===== config.mk =====
export PLATFORM = sky130hd
export DESIGN_NAME = stopwatch_counter
export DESIGN_NICKNAME = d
export VERILOG_FILES = /design/src/rtl/stopwatch_pkg.sv /design/src/rtl/bcd_mod60.sv /design/src/rtl/stopwatch_counter.sv
export SDC_FILE = /design/constraint.sdc
export NUM_CORES = 1
export LEC_CHECK = 0
export CAP_MARGIN = 5
export CORE_MARGIN = 5
export CORE_UTILIZATION = 52
export DETAILED_ROUTE_END_ITERATION = 8
export PLACE_DENSITY = 0.83
export SLEW_MARGIN = 20
export SYNTH_ARGS = -nofsm -noshare
export SYNTH_HDL_FRONTEND = slang
export SYNTH_SLANG_ARGS = --single-unit

===== constraint.sdc =====
create_clock -name clk -period 3.3 [get_ports clk]
set_input_delay 0.66 -clock clk [delete_from_list [all_inputs] [get_ports clk]]
set_output_delay 0.66 -clock clk [all_outputs]
set_load 0.01 [all_outputs]

===== src/rtl/stopwatch_pkg.sv =====
// Shared types and constants for the stopwatch timekeeping core.
// Holds the FSM state encoding, BCD digit widths and default digit limits.
package stopwatch_pkg;

    typedef enum logic [1:0] {
        ST_STOP = 2'd0,
        ST_RUN  = 2'd1,
        ST_ADJ  = 2'd2
    } state_t;

    localparam int TENS_W         = 3;
    localparam int UNITS_W        = 4;
    localparam int MAX_TENS_DFLT  = 5;
    localparam int MAX_UNITS_DFLT = 9;

endpackage


===== src/rtl/bcd_mod60.sv =====
// One BCD tens:units field counting 00..MAX_TENS:MAX_UNITS with clear and increment.
// wrap is combinational so a carry reaches the next field on the same clock edge.
module bcd_mod60
    import stopwatch_pkg::*;
#(
    parameter int MAX_TENS  = MAX_TENS_DFLT,
    parameter int MAX_UNITS = MAX_UNITS_DFLT
) (
    input  logic               clk,
    input  logic               rst_n,
    input  logic               inc,
    input  logic               clr,
    output logic [TENS_W-1:0]  tens,
    output logic [UNITS_W-1:0] units,
    output logic               wrap
);

    localparam logic [TENS_W-1:0]  TENS_TOP  = TENS_W'(MAX_TENS);
    localparam logic [UNITS_W-1:0] UNITS_TOP = UNITS_W'(MAX_UNITS);

    logic units_top;
    logic tens_top;

    // >= rather than == keeps the digits in range even if a bad value ever appears
    assign units_top = (units >= UNITS_TOP);
    assign tens_top  = (tens >= TENS_TOP);
    assign wrap      = inc & ~clr & units_top & tens_top;

    always_ff @(posedge clk or negedge rst_n) begin
        if (!rst_n) begin
            tens  <= '0;
            units <= '0;
        end else if (clr) begin
            tens  <= '0;
            units <= '0;
        end else if (inc) begin
            if (units_top) begin
                units <= '0;
                tens  <= tens_top ? '0 : tens + 1'b1;
            end else begin
                units <= units + 1'b1;
            end
        end
    end

endmodule


===== src/rtl/stopwatch_counter.sv =====
// BCD mm:ss stopwatch core with run/stop, clear and per-field adjust.
// Optional lap hold is built when STOPWATCH_LAP_EN is defined.
module stopwatch_counter
    import stopwatch_pkg::*;
#(
    parameter int MAX_TENS  = MAX_TENS_DFLT,
    parameter int MAX_UNITS = MAX_UNITS_DFLT
) (
    input  logic               clk,
    input  logic               rst_n,
    input  logic               tick_1hz,
    input  logic               tick_2hz,
    input  logic               pause,
    input  logic               clear,
    input  logic               adj,
    input  logic               sel,
    input  logic               lap,
    output logic [TENS_W-1:0]  minhv,
    output logic [UNITS_W-1:0] minlv,
    output logic [TENS_W-1:0]  sechv,
    output logic [UNITS_W-1:0] seclv,
    output logic               running
);

    state_t state;
    state_t state_next;
    logic   run_flag;
    logic   run_flag_next;
    logic   pause_q;
    logic   pause_edge;

    logic   run_tick;
    logic   adj_step;
    logic   sec_inc;
    logic   min_inc;
    logic   sec_wrap;
    logic   min_wrap;

    logic [TENS_W-1:0]  sec_tens;
    logic [UNITS_W-1:0] sec_units;
    logic [TENS_W-1:0]  min_tens;
    logic [UNITS_W-1:0] min_units;

    always_ff @(posedge clk or negedge rst_n) begin
        if (!rst_n) begin
            state    <= ST_STOP;
            run_flag <= 1'b0;
            pause_q  <= 1'b0;
        end else begin
            state    <= state_next;
            run_flag <= run_flag_next;
            pause_q  <= pause;
        end
    end

    always_comb begin
        pause_edge    = pause & ~pause_q;
        run_flag_next = run_flag ^ pause_edge;
        state_next    = ST_STOP;
        if (adj) begin
            state_next = ST_ADJ;
        end else if (run_flag_next) begin
            state_next = ST_RUN;
        end
    end

    assign running = (state == ST_RUN);

    // Decisions use the live adj and the pre-toggle run_flag, so a tick coinciding
    // with adj rising is dropped and a tick coinciding with a pause edge still counts.
    assign run_tick = tick_1hz & ~adj & run_flag;
    assign adj_step = tick_2hz & adj;
    assign sec_inc  = run_tick | (adj_step & ~sel);
    assign min_inc  = (run_tick & sec_wrap) | (adj_step & sel);

    bcd_mod60 #(
        .MAX_TENS  (MAX_TENS),
        .MAX_UNITS (MAX_UNITS)
    ) u_sec (
        .clk   (clk),
        .rst_n (rst_n),
        .inc   (sec_inc),
        .clr   (clear),
        .tens  (sec_tens),
        .units (sec_units),
        .wrap  (sec_wrap)
    );

    bcd_mod60 #(
        .MAX_TENS  (MAX_TENS),
        .MAX_UNITS (MAX_UNITS)
    ) u_min (
        .clk   (clk),
        .rst_n (rst_n),
        .inc   (min_inc),
        .clr   (clear),
        .tens  (min_tens),
        .units (min_units),
        .wrap  (min_wrap)
    );

    logic unused_min_wrap;
    assign unused_min_wrap = min_wrap;

`ifdef STOPWATCH_LAP_EN
    logic               lap_q;
    logic               hold;
    logic [TENS_W-1:0]  snap_min_tens;
    logic [UNITS_W-1:0] snap_min_units;
    logic [TENS_W-1:0]  snap_sec_tens;
    logic [UNITS_W-1:0] snap_sec_units;

    always_ff @(posedge clk or negedge rst_n) begin
        if (!rst_n) begin
            lap_q          <= 1'b0;
            hold           <= 1'b0;
            snap_min_tens  <= '0;
            snap_min_units <= '0;
            snap_sec_tens  <= '0;
            snap_sec_units <= '0;
        end else begin
            lap_q <= lap;
            if (clear) begin
                hold <= 1'b0;
            end else if (lap & ~lap_q) begin
                hold <= ~hold;
                if (!hold) begin
                    snap_min_tens  <= min_tens;
                    snap_min_units <= min_units;
                    snap_sec_tens  <= sec_tens;
                    snap_sec_units <= sec_units;
                end
            end
        end
    end

    assign minhv = hold ? snap_min_tens  : min_tens;
    assign minlv = hold ? snap_min_units : min_units;
    assign sechv = hold ? snap_sec_tens  : sec_tens;
    assign seclv = hold ? snap_sec_units : sec_units;
`else
    logic unused_lap;
    assign unused_lap = lap;

    assign minhv = min_tens;
    assign minlv = min_units;
    assign sechv = sec_tens;
    assign seclv = sec_units;
`endif

endmodule


# Word level (Yosys, flattened, before mapping)
# Cells that the tools add are included.
[classes]
add_sub_neg = 4
n_lt_le_gt_ge = 4
n_eq_ne = 1
n_mux = 16
bitwise = 17
reduce_logical = 6
[ops]
columns = ["op", "n"]
rows = [
  ["$mux W3", 8],
  ["$mux W4", 6],
  ["$and A1 B1 Y1", 10],
  ["$add A4 B1 Y4 const B", 2],
  ["$ge A4 B4 Y1 const B", 2],
  ["$reduce_bool A2 Y1", 4],
  ["$add A3 B1 Y3 const B", 2],
  ["$ge A3 B3 Y1 const B", 2],
  ["$not A1 Y1", 4],
  ["$reduce_and A2 Y1", 2],
  ["$eq A2 B1 Y1 const B", 1],
  ["$mux W2", 1],
  ["$or A1 B1 Y1", 2],
  ["$mux W1", 1],
  ["$xor A1 B1 Y1", 1],
]
[word_totals]
ff_bits = 18
input_bits = 9
out_inout_bits = 15
elab_cells = 55

# Longest topological paths before layout
[depth]
word_depth = 11
ltp_mapped = 6

# Hierarchy
# From an unflattened synthesis, not the netlist that was laid out.
[unflattened]
cells_unflattened = 114
area_unflattened_um2 = 1101.1
[by_module_without_submodules]
columns = ["mod", "instances", "cells_per_inst", "area_each_um2", "seq_area_each_um2"]
rows = [
  ["bcd_mod60", 2, 49, 459.2, 175.2],
  ["stopwatch_counter", 1, 16, 182.7, 100.1],
]

# Worst setup path after synthesis
# No wires, ideal clock.
[synth_path]
path_type = "register to register"
start = "reg u_min.units[1]"
end = "reg u_min.tens[0]"
setup_time_ns = 0.125
arrival_ns = 1.658
t_required_ns = 3.175
setup_slack_ns = 1.517
path_stages_with_launch = 7
n_path_buf = 0
period_less_slack_ns = 1.783
path_cell_list = "dfrtp_1 inv_1 ha_1 or3b_4 a21oi_4 a21oi_2 mux2_4"
[synth_via]
elab_chain_len = 3
[synth_rtl]
columns = ["item", "line", "source"]
rows = [
  ["from (decl)", "bcd_mod60.sv:14", "output logic [UNITS_W-1:0] units,"],
  ["from (signal assigned)", "bcd_mod60.sv:41", "units <= units + 1'b1;"],
  ["$ge A4 B4 Y1", "bcd_mod60.sv:25", "assign units_top = (units >= UNITS_TOP);"],
  ["$reduce_bool A2 Y1 (no line)", "n/a", ""],
  ["$reduce_and A2 Y1 (no line)", "n/a", ""],
  ["to (signal assigned)", "bcd_mod60.sv:39", "tens <= tens_top ? '0 : tens + 1'b1;"],
  ["to (decl)", "bcd_mod60.sv:13", "output logic [TENS_W-1:0] tens,"],
]
# Every way passes these cells.
# A chain may end at the register's enable or synchronous reset.

# Worst setup path after layout
[layout_path]
start = "in clear"
end = "reg u_min.units[2]"
[layout_via]
elab_chain_len = 7
word_cells_on_any_way = 8
[layout_rtl]
columns = ["item", "line", "source"]
rows = [
  ["from (decl)", "stopwatch_counter.sv:14", "input logic clear,"],
  ["$not A1 Y1", "n/a", ""],
  ["$and A1 B1 Y1 (3 in series)", "bcd_mod60.sv:27", "assign wrap = inc & ~clr & units_top & tens_top;"],
  ["$and A1 B1 Y1", "stopwatch_counter.sv:74", "assign min_inc = (run_tick & sec_wrap) | (adj_step & sel);"],
  ["$or A1 B1 Y1", "stopwatch_counter.sv:74", ""],
  ["$reduce_bool A2 Y1 (no line)", "n/a", ""],
]
# Parallel ways exist; a longest one is shown, timed or not.

==> impl_metrics.env <==
export IMPL_clkLatencyLatePin_ns=0.29
export IMPL_nets=144
export IMPL_synth_edf_count=0
export IMPL_path_class="in -> reg"
export IMPL_syn2layout_area_growth_pct=27.6
export IMPL_ys_ff_latch=18
export IMPL_hp_start="run_flag"
export IMPL_synthFlopType="dfrtp_1"
export IMPL_antenna_found_initial=0
export IMPL_ctsHtreeMaxLevel=1
export IMPL_path_max_fanout=13
export IMPL_hold_class="reg -> reg"
export IMPL_path_cells="clkdlybuf4s50_1 > a31oi_1 > nand2_1 > a32o_1"
export IMPL_num_vias=845
export IMPL_dp_hpwl_um=1620
export IMPL_die_h_um=54.7
export IMPL_cts_tree="done"
export IMPL_power_density_nw_per_um2=492
export IMPL_whs_ns=0.526
export IMPL_ctsRootBufferMaster="clkbuf_4"
export IMPL_postCtsSetupBuffers=0
export IMPL_die_x_um=54.7
export IMPL_gp_congestion=0.870
export IMPL_p_leak_uw=0.000582
export IMPL_regArea_um2=450
export IMPL_fin_util_pct=68.3
export IMPL_ir_drop_mv=0.326
export IMPL_worst_slack_ns=1.05
export IMPL_required_ns=3.49
export IMPL_grt_ovfl_total=0
export IMPL_syn_area_per_cell_um2=10.5
export IMPL_tns_ns=0
export IMPL_finalCriticalPeriod_ns=2.25
export IMPL_endpoint_kind="register"
export IMPL_place_ws_ns=0.767
export IMPL_ctsResizeCount=0
export IMPL_min_to="run_flag"
export IMPL_synth_warnings=0
export IMPL_period_share_pct=68.1
export IMPL_synth_nets=118
export IMPL_status="finished clean"
export IMPL_critical_path_arrival_ns=2.43
export IMPL_synth_area_um2=1040
export IMPL_clock_fmax_mhz=445
export IMPL_rrSetupSlack_ns=1.41
export IMPL_cts_buffer_depth=2
export IMPL_grt_usage_pct=16.4
export IMPL_num_antenna_cells=0
export IMPL_dieArea_um2=2990
export IMPL_setup_viol=0
export IMPL_r2r_end="u_min.tens[0]"
export IMPL_relSlewSlack_pct=46.2
export IMPL_io_pins=24
export IMPL_clkTransAtPathRegs_ns=0.10
export IMPL_grt_max_degree=19
export IMPL_holdBufCountCts=0
export IMPL_grt_setup_unrepaired="no"
export IMPL_ant_nets=0
export IMPL_cts_sink_count=18
export IMPL_finClkSkew_ns=0.00120
export IMPL_async_reset_ff_share_pct=100
export IMPL_drt_wl_total_um=2070
export IMPL_finalNonFillerCells=151
export IMPL_hold_viol=0
export IMPL_routedWlPerCell_um=13.7
export IMPL_worst_pin_slew_ns=0.804
export IMPL_num_fill_cells=152
export IMPL_critPathMaxStageDelay_ns=0.66
export IMPL_via_per_inst=5.60
export IMPL_core_area_um2=1940
export IMPL_critPathLaunchType="primary input"
export IMPL_cts_buffers=3
export IMPL_hold_depth=1
export IMPL_drive_gt1_share_pct=12.1
export IMPL_syn_inst=99
export IMPL_grt_pass1_vias=817
export IMPL_firstDrtPassIters=4
export IMPL_max_cap_violations=0
export IMPL_grt_pass1_wl_um=3550
export IMPL_initialDrtViolationCount=17
export IMPL_port_buffers=22
export IMPL_rows=16
export IMPL_synth_cell_type_count=38
export IMPL_start_util_pct=53.5
export IMPL_drcViolationCount=0
export IMPL_dp_cells=147
export IMPL_slowest_stage="clkdlybuf4s50_1"
export IMPL_layout_commonest_cell="clkdlybuf4s50_1"
export IMPL_worstRegToRegCells=6
export IMPL_r2r_start="u_min.units[0]"
export IMPL_multiInputGateArea_um2=556
export IMPL_yosysSeqAreaShare_pct=43.3
export IMPL_finalMaxSlewViolations=0
export IMPL_final_cell_mix="clkdlybuf4s50_1, dfrtp_1, ha_1"
-- layout make-up --
type	instances	share of cell area, %
Clock buffer	4	2.74
Inverter	8	2.26
Multi-Input combinational cell	72	41.9
Sequential cell	18	34.0
Tap cell	27	2.55
Timing Repair Buffer	22	16.6
-- registers in the layout, summed over array words and instances (netlist names) --
name	count
state	2
pause_q	1
u_sec.tens	3
u_min.tens	3
u_min.units	4
u_sec.units	4
run_flag	1
-- worst max-delay path: cells and delay by family --
family                 cells  cell delay, ns
buffers and inverters      1            0.66
AO/OA/AOI/OAI              2            0.86
AND/OR/NAND/NOR            1            0.24
-- report_power, final --
part	internal [µW]	switching [µW]	total, µW
registers	256	38.0	294
logic	125	99.5	224
clock network	67.1	67.9	135
total	448	205	653
-- layer usage --
layer / vias to the layer above / global-route usage (%) / share of wire, % / routed length [µm]
li1: 408 / - / - / -
met1: 421 / 19.9 / 43 / 891
met2: 14 / 28.7 / 54 / 1110
met3: 2 / 3.27 / 2.7 / 56
met4: 0 / 4.98 / 0.63 / 13
met5: - / 0 / 0 / 0
-- worst max-delay path by stage --
stage                         startpoint              to  slack (ns)
after global placement             clear  u_min.units[2]        0.76
after CTS                          clear  u_min.units[2]        1.08
after global routing               clear  u_min.units[2]        0.91
after detailed placement           clear  u_min.units[2]        0.77
after floorplan           u_min.units[1]   u_min.tens[0]        1.52
final                              clear  u_min.units[2]        1.05
-- metrics by stage --
stage                     total power [µW]  area [µm²]
after floorplan                        426        1040
after global placement                 511        1290
after detailed placement               527        1290
after CTS                              664        1330
after global routing                   703        1330
final                                  653        1330
-- synth_stat cells (all sizes together) (3+ instances only) --
library cell	instances	area, µm²
a21oi	9	60.1
nand3	3	15.0
dfrtp	18	450
inv	8	30.0
nor2	6	22.5
nand2	8	30.0
ha	10	125
or3b	3	31.3
-- logic make-up after synthesis --
logic type / Yosys count / synth area share, %
multiplexers: 3 / 3.37
buffers and inverters: 9 / 3.25
XOR/XNOR: 1 / 0.843
adder cells (fa/ha/maj): 10 / 12.0
AO/OA/AOI/OAI: 24 / 17.8
flip-flops: 18 / 43.3
AND/OR/NAND/NOR: 34 / 19.4
No activity file was read; power rests on OpenSTA's default activity.
